==> src/rtl/udp_cmd_parser.sv <==
// udp_cmd_parser: frames a UDP payload byte stream into 32-bit command words.
// Frame layout: HDR0 HDR1 C3 C2 C1 C0 CHK, where CHK = (C3+C2+C1+C0) mod 256.
// Accepted commands are held in command_byte and announced with a one-cycle
// cmd_valid strobe. Malformed, aborted and timed-out frames bump err_cnt.
// Good frames that arrive while downstream is busy bump drop_cnt.
module udp_cmd_parser #(
  parameter logic [7:0] HDR0        = 8'h55,
  parameter logic [7:0] HDR1        = 8'hAA,
  parameter int         TIMEOUT_CYC = 125000
) (
  input  logic        clk,
  input  logic        rst_n,
  input  logic        rec_en,
  input  logic [7:0]  rec_data,
  input  logic        rec_pkt_done,
  input  logic        cmd_ready,
  output logic [31:0] command_byte,
  output logic        cmd_valid,
  output logic [7:0]  err_cnt,
  output logic [7:0]  drop_cnt
);

  localparam int            TW     = (TIMEOUT_CYC > 2) ? $clog2(TIMEOUT_CYC) : 1;
  localparam logic [TW-1:0] T_LAST = TW'(TIMEOUT_CYC - 1);

  typedef enum logic [1:0] {S_HDR0, S_HDR1, S_CMD, S_CHK} state_t;

  state_t        state_reg, state_next;
  logic [1:0]    idx_reg, idx_next;
  logic [31:0]   shreg_reg, shreg_next;
  logic [7:0]    chk_reg, chk_next;
  logic [TW-1:0] tcnt_reg, tcnt_next;
  logic          err_ev;
  logic          good_ev;

  // Frame state, shift register, checksum and idle-timeout registers.
  always_ff @(posedge clk or negedge rst_n) begin
    if (!rst_n) begin
      state_reg <= S_HDR0;
      idx_reg   <= '0;
      shreg_reg <= '0;
      chk_reg   <= '0;
      tcnt_reg  <= '0;
    end else begin
      state_reg <= state_next;
      idx_reg   <= idx_next;
      shreg_reg <= shreg_next;
      chk_reg   <= chk_next;
      tcnt_reg  <= tcnt_next;
    end
  end

  // Next-state logic: byte handling first, then timeout, then packet-end abort.
  always_comb begin
    state_next = state_reg;
    idx_next   = idx_reg;
    shreg_next = shreg_reg;
    chk_next   = chk_reg;
    tcnt_next  = tcnt_reg;
    err_ev     = 1'b0;
    good_ev    = 1'b0;

    if (rec_en) begin
      case (state_reg)
        S_HDR0: begin
          // Anything but the sync byte is silently skipped while hunting.
          if (rec_data == HDR0) state_next = S_HDR1;
        end
        S_HDR1: begin
          if (rec_data == HDR1) begin
            state_next = S_CMD;
            idx_next   = '0;
            chk_next   = '0;
          end else if (rec_data != HDR0) begin
            // A repeated HDR0 keeps us waiting for HDR1; anything else is bad.
            state_next = S_HDR0;
            err_ev     = 1'b1;
          end
        end
        S_CMD: begin
          shreg_next = {shreg_reg[23:0], rec_data};
          chk_next   = chk_reg + rec_data;
          idx_next   = idx_reg + 2'd1;
          if (idx_reg == 2'd3) state_next = S_CHK;
        end
        S_CHK: begin
          if (rec_data == chk_reg) good_ev = 1'b1;
          else                     err_ev  = 1'b1;
          state_next = S_HDR0;
        end
        default: state_next = S_HDR0;
      endcase
    end else if (state_reg != S_HDR0 && tcnt_reg == T_LAST) begin
      // Sender went quiet mid-frame; a byte on this cycle would have won.
      err_ev     = 1'b1;
      state_next = S_HDR0;
    end

    // Packet ended with a frame still open: the frame can never complete.
    if (rec_pkt_done && state_next != S_HDR0) begin
      err_ev     = 1'b1;
      state_next = S_HDR0;
    end

    // Idle counter only runs inside a frame and restarts on every byte.
    if (state_next == S_HDR0 || rec_en) tcnt_next = '0;
    else                                tcnt_next = tcnt_reg + TW'(1);
  end

  // Registered outputs: command latch, strobe and saturating debug counters.
  always_ff @(posedge clk or negedge rst_n) begin
    if (!rst_n) begin
      command_byte <= '0;
      cmd_valid    <= 1'b0;
      err_cnt      <= '0;
      drop_cnt     <= '0;
    end else begin
      cmd_valid <= good_ev && cmd_ready;
      if (good_ev && cmd_ready) command_byte <= shreg_reg;
      if (good_ev && !cmd_ready && drop_cnt != 8'hFF) drop_cnt <= drop_cnt + 8'd1;
      if (err_ev && err_cnt != 8'hFF) err_cnt <= err_cnt + 8'd1;
    end
  end

endmodule

==> config.mk <==
export PLATFORM = sky130hd
export DESIGN_NAME = udp_cmd_parser
export DESIGN_NICKNAME = d
export VERILOG_FILES = /design/src/rtl/udp_cmd_parser.sv
export SDC_FILE = /design/constraint.sdc
export NUM_CORES = 1
export LEC_CHECK = 0
export ABC_CLOCK_PERIOD_IN_PS = 4540
export BUFFER_PORTS_ARGS = -buffer_cell sky130_fd_sc_hd__buf_4
export CAP_MARGIN = 10
export CORE_MARGIN = 3
export CORE_UTILIZATION = 35
export CTS_CLUSTER_DIAMETER = 120
export DETAILED_ROUTE_END_ITERATION = 16
export PLACE_DENSITY = 0.56
export SYNTH_ARGS = -nofsm -noshare
export SYNTH_HDL_FRONTEND = slang
export SYNTH_SLANG_ARGS = --single-unit
==> constraint.sdc <==
create_clock -name clk -period 4.54 [get_ports clk]
set_input_delay 0.227 -clock clk [delete_from_list [all_inputs] [get_ports clk]]
set_output_delay 0.227 -clock clk [all_outputs]
set_load 0.02 [all_outputs]
Word level (Yosys, flattened, before mapping)
Cells that the tools add are included.
{ "totals": {"regBits": 110, "latchBits": 0, "mem_bits_rw": 0, "rom_bits": 0, "inputBits": 13, "memories": 0} }
{ "classes": {"add_sub_neg": 5, "n_mul": 0, "n_div": 0, "n_lt_le_gt_ge": 0, "eq_ne": 12, "shifts": 0, "n_mux": 23, "bitwise_logic": 0, "n_reduce_logical": 15} }
{ "op_table": {"columns": ["cell", "count"], "rows": [
  ["adder 17 x 1 -> 17 bit (second input constant)", 1],
  ["equality test 17 bit (second input constant)", 1],
  ["two-way mux 17 bit", 1],
  ["adder 8 x 1 -> 8 bit (second input constant)", 2],
  ["two-way mux 2 bit", 8],
  ["inequality test 8 bit (second input constant)", 2],
  ["one-hot mux 8 bit (2 select lines)", 1],
  ["two-way mux 1 bit", 9],
  ["adder 8 bit", 1],
  ["equality test 8 x 7 -> 1 bit (second input constant)", 1],
  ["equality test 8 bit", 1],
  ["equality test 8 bit (second input constant)", 1],
  ["two-way mux 8 bit", 1],
  ["inequality test 8 x 7 -> 1 bit (second input constant)", 1],
  ["one-hot mux 2 bit (4 select lines)", 1],
  ["equality test 2 bit (second input constant)", 3],
  ["logical AND 1 bit", 6],
  ["nonzero test 2 bit", 3],
  ["zero test 2 bit", 2],
  ["one-hot mux 2 bit (2 select lines)", 1],
  ["AND reduction 3 bit", 1],
  ["adder 2 x 1 -> 2 bit (second input constant)", 1],
  ["equality test 2 x 1 -> 1 bit (second input constant)", 1],
  ["inequality test 2 bit (second input constant)", 1],
  ["4 further kinds", 4]
]} }

Depth between registers and ports, before layout
{ "depth": {"depth_word": 11, "mapped_depth": 8, "mapped_depth_nobuf": 8} }

Least setup slack after synthesis
No wires, ideal clock.
{ "synth_timing": {"path_type": "reg-to-reg", "startpoint": "register chk_reg[1]", "endpoint": "register drop_cnt[1]", "setup_time_ps": 125, "t_arrival_ps": 2270, "required_time_ps": 4415, "path_slack_ps": 2146, "path_stages_with_launch": 7, "path_buffers": 0, "cell_sequence": "dfrtp_1 ha_1 or4_4 nor4_4 nand2_2 a311oi_4 mux2_2"} }
{ "synth_between": {"elab_chain_cells": 6} }
{ "synth_rtl": {"columns": ["item", "line", "rtl"], "rows": [
  ["start: declaration", "31", "logic [7:0] chk_reg, chk_next;"],
  ["start signal: assignment", "48", "chk_reg <= chk_next;"],
  ["equality test 8 bit", "87", "if (rec_data == chk_reg) good_ev = 1'b1;"],
  ["two-way mux 1 bit", "87", null],
  ["two-way mux 1 bit", "64", "case (state_reg)"],
  ["two-way mux 1 bit", "63", "if (rec_en) begin"],
  ["logical AND 1 bit (2 in a row)", "120", "if (good_ev && !cmd_ready && drop_cnt != 8'hFF) drop_cnt <= drop_cnt + 8'd1;"],
  ["end signal: assignment", "120", null],
  ["end: declaration", "20", "output logic [7:0] drop_cnt"]
]} }
Every way passes these cells.
A chain may end at the register's enable or synchronous reset.

Worst setup path after layout
{ "layout_timing": {"startpoint": "register chk_reg[2]", "endpoint": "register command_byte[22]"} }
{ "layout_between": {"elab_chain_cells": 5} }
{ "layout_rtl": {"columns": ["item", "line", "rtl"], "rows": [
  ["equality test 8 bit", "87", null],
  ["two-way mux 1 bit", "87", null],
  ["two-way mux 1 bit", "64", null],
  ["two-way mux 1 bit", "63", null],
  ["logical AND 1 bit", "119", "if (good_ev && cmd_ready) command_byte <= shreg_reg;"],
  ["end signal: assignment", "119", null],
  ["end: declaration", "17", "output logic [31:0] command_byte,"]
]} }
Every way passes these cells.

==> impl_metrics.env <==
export IMPL_crit_arrival_ps=3160
export IMPL_cp_slowest_cell="nand3_2"
export IMPL_ys_seq_area_frac=0.559
export IMPL_drt_iter0_markers=206
export IMPL_route_detailed_drc=0
export IMPL_grt_start_max_net_pins=67
export IMPL_path_max_fanout=33
export IMPL_rsz0062_at_grt="false"
export IMPL_setup_viol=0
export IMPL_met3_usage=0.0480
export IMPL_final_setup_tns_ps=0
export IMPL_r2r_end="command_byte[22]"
export IMPL_slew_violations=0
export IMPL_finalCriticalPeriod_ps=2930
export IMPL_clock_fmax_mhz=342
export IMPL_cts_buffer_depth=2
export IMPL_ys_ff_latch=110
export IMPL_die_y_um=125
export IMPL_cts_sinks=110
export IMPL_peakVddDrop_uv=282
export IMPL_synth_warnings=0
export IMPL_nFillCells=1334
export IMPL_synth_most_common_cell="nand2_1"
export IMPL_synth_edf_count=0
export IMPL_grt_pass1_wl_um=17100
export IMPL_async_flop_share=1.00
export IMPL_synth_net_count=477
export IMPL_finClkSkew_ps=8.34
export IMPL_synth_top_area_share=0.559
export IMPL_area_growth_pct=19.6
export IMPL_p_per_area_nw_per_um2=350
export IMPL_cap_violations=0
export IMPL_clk_pin_slew_ps=70
export IMPL_synth_common_cells="119 x nand2_1, 110 x dfrtp_1, 35 x mux2_2"
export IMPL_antenna_found_initial=0
export IMPL_grt_busiest_layer="met2"
export IMPL_routed_wl_um=10000
export IMPL_synth_area_leaders="dfrtp_1 56%, nand2_1 9.1%, mux2_2 8.0%"
export IMPL_slew_headroom=0.332
export IMPL_via_per_inst=4.90
export IMPL_hold_violations=46
export IMPL_end_kind="register"
export IMPL_die_area_um2=15500
export IMPL_rrSetupSlack_ps=1610
export IMPL_hold_path_class="primary input to asynchronous set/reset pin"
export IMPL_ctsHoldBuffers=0
export IMPL_whs_ps=-39.7
export IMPL_first_global_vias=3421
export IMPL_power_frac_comb=0.094
export IMPL_initial_utilization=0.364
export IMPL_synth_area_um2=4920
export IMPL_wl_per_cell_um=14.5
export IMPL_vias=3398
export IMPL_place_congestion=0.794
export IMPL_reg2reg_from="chk_reg[2]"
export IMPL_worstMarginPinSlew_ps=998
export IMPL_critPathLaunchType="register"
export IMPL_dpl_hpwl_um=6840
export IMPL_post_cts_buffers=0
export IMPL_final_area_um2=5890
export IMPL_p_seq_frac=0.506
export IMPL_grt_use_met2=0.197
export IMPL_io_buffers=61
export IMPL_fin_crit_sh=0.645
export IMPL_drt_antenna_violating_nets=0
export IMPL_status="finished with violations"
export IMPL_p_clk_frac=0.400
export IMPL_violations="hold timing"
export IMPL_nets=537
export IMPL_cts_tree="built"
export IMPL_required_ps=4770
export IMPL_worstPathCellList="ha_1 > or3_1 > nor4_4 > nand3_2 > mux2_2"
export IMPL_p_sw_mw=0.532
export IMPL_startpoint="chk_reg[2]"
export IMPL_cts_root_buf="clkbuf_16"
export IMPL_use_met1=0.184
export IMPL_yosysTopAreaCell="dfrtp_1"
export IMPL_die_x_um=125
export IMPL_grt_usage=0.134
export IMPL_core_area_um2=13500
export IMPL_ios=62
export IMPL_p_int_mw=1.53
export IMPL_netlist_instances=452
export IMPL_cts_buffers=9
export IMPL_rows=42
export IMPL_syn_area_per_cell_um2=10.9
export IMPL_placed_cell_area_um2=5570
export IMPL_drtPass1Iterations=4
export IMPL_cts_htree_levels=3
export IMPL_critPathKind="register to register"
export IMPL_p_leak_nw=2.95
export IMPL_synth_distinct_cells=51
export IMPL_switching_share=0.258
export IMPL_r2r_cells=5
export IMPL_drive_gt1_frac=0.253
export IMPL_worstSkewPairLatency_ps=360
export IMPL_overflow=0
export IMPL_cts_repair_resized=0
export IMPL_synth_flop_cell="dfrtp_1"
export IMPL_antenna_cells=0
export IMPL_worst_path_largest_cell_delay_ps=720
==> how the worst max path moves through the flow <==
stage / end / slack, ps / cells past startpoint
final: command_byte[22] / 1610 / 5
after CTS: command_byte[10] / 1570 / 5
after floorplan: drop_cnt[1] / 2150 / 6
after global placement: command_byte[21] / 1620 / 6
after detailed placement: command_byte[10] / 1580 / 6
after global routing: command_byte[17] / 1430 / 5
==> critical path, delay by kind of cell (launching register included) <==
kind	cells	cell delay, ps
fa+ha+maj	1	340
mux	1	540
simple gates	3	1520
flops	1	380
==> placed cells by master (no fill, tap or decap), types with 2 or more instances in the layout <==
| master | netlist | layout |
|---|---|---|
| and4_1 | 3 | 3 |
| inv_8 | 0 | 2 |
| and3_1 | 2 | 2 |
| o21ai_0 | 12 | 12 |
| xnor2_1 | 13 | 13 |
| dfrtp_1 | 110 | 110 |
| nand4bb_1 | 3 | 3 |
| nor2b_1 | 2 | 2 |
| o211ai_1 | 2 | 2 |
| a21oi_1 | 9 | 9 |
| mux2_2 | 35 | 35 |
| inv_1 | 10 | 10 |
| or2_2 | 3 | 3 |
| or3_1 | 3 | 3 |
| a211oi_1 | 2 | 2 |
| ha_1 | 11 | 11 |
| nor4_1 | 2 | 2 |
| nand3_1 | 11 | 10 |
| buf_4 | 0 | 63 |
| xor2_1 | 18 | 18 |
| nor3_1 | 4 | 4 |
| nor4b_2 | 2 | 2 |
| clkbuf_16 | 0 | 9 |
| nor2_1 | 26 | 25 |
| a22o_1 | 3 | 3 |
| a2111oi_1 | 2 | 2 |
| a21o_1 | 2 | 2 |
| nand4_1 | 5 | 5 |
| and4bb_1 | 2 | 2 |
| clkinv_4 | 0 | 2 |
| nand2_1 | 119 | 119 |
==> cell type report <==
cell class	instances	area [um^2]	area share
Clock buffer	9	225	0.0383
Clock inverter	7	91.3	0.0155
Inverter	10	37.5	0.00638
Multi-Input combinational cell	318	2090	0.355
Sequential cell	110	2750	0.468
Tap cell	176	220	0.0374
Timing Repair Buffer	63	473	0.0803
==> metrics by stage <==
step | util | hold slack (ps) | std cells | setup slack (ps) | total power, mW
floorplan | - | -68.6 | 452 | 2150 | 1.16
global placement | 0.412 | 392 | 677 | 1620 | 1.25
detailed placement | 0.412 | 393 | 677 | 1580 | 1.26
CTS | 0.436 | 5.45 | 693 | 1570 | 2.09
global route | 0.436 | 33.3 | 693 | 1430 | 2.17
finish | 0.436 | -39.7 | 693 | 1610 | 2.06
==> routing by layer <==
metal | share of wire | wire (um) | vias to the layer above
li1 | - | - | 1656
met1 | 0.48 | 4810 | 1663
met2 | 0.45 | 4540 | 70
met3 | 0.055 | 555 | 9
met4 | 0.012 | 121 | 0
met5 | 0 | 0 | -
==> power groups by stage <==
stage               Clock [mW]  Sequential, mW  Combinational (mW)
finish                   0.825            1.04               0.194
global route             0.905            1.05               0.213
CTS                      0.854            1.04               0.198
detailed placement           0            1.06               0.198
global placement             0            1.06               0.194
floorplan                    0            1.09              0.0669
==> cells by family after synthesis <==
kind of cell,count (synthesis),synth area share
AO/OA/AOI/OAI,44,0.0666
XOR/XNOR,31,0.0552
adder cells (fa/ha/maj),12,0.0320
buffers and inverters,24,0.0183
flip-flops,110,0.559
multiplexers,35,0.0801
AND/OR/NAND/NOR,196,0.189
Power figures use the tool's default switching activity.
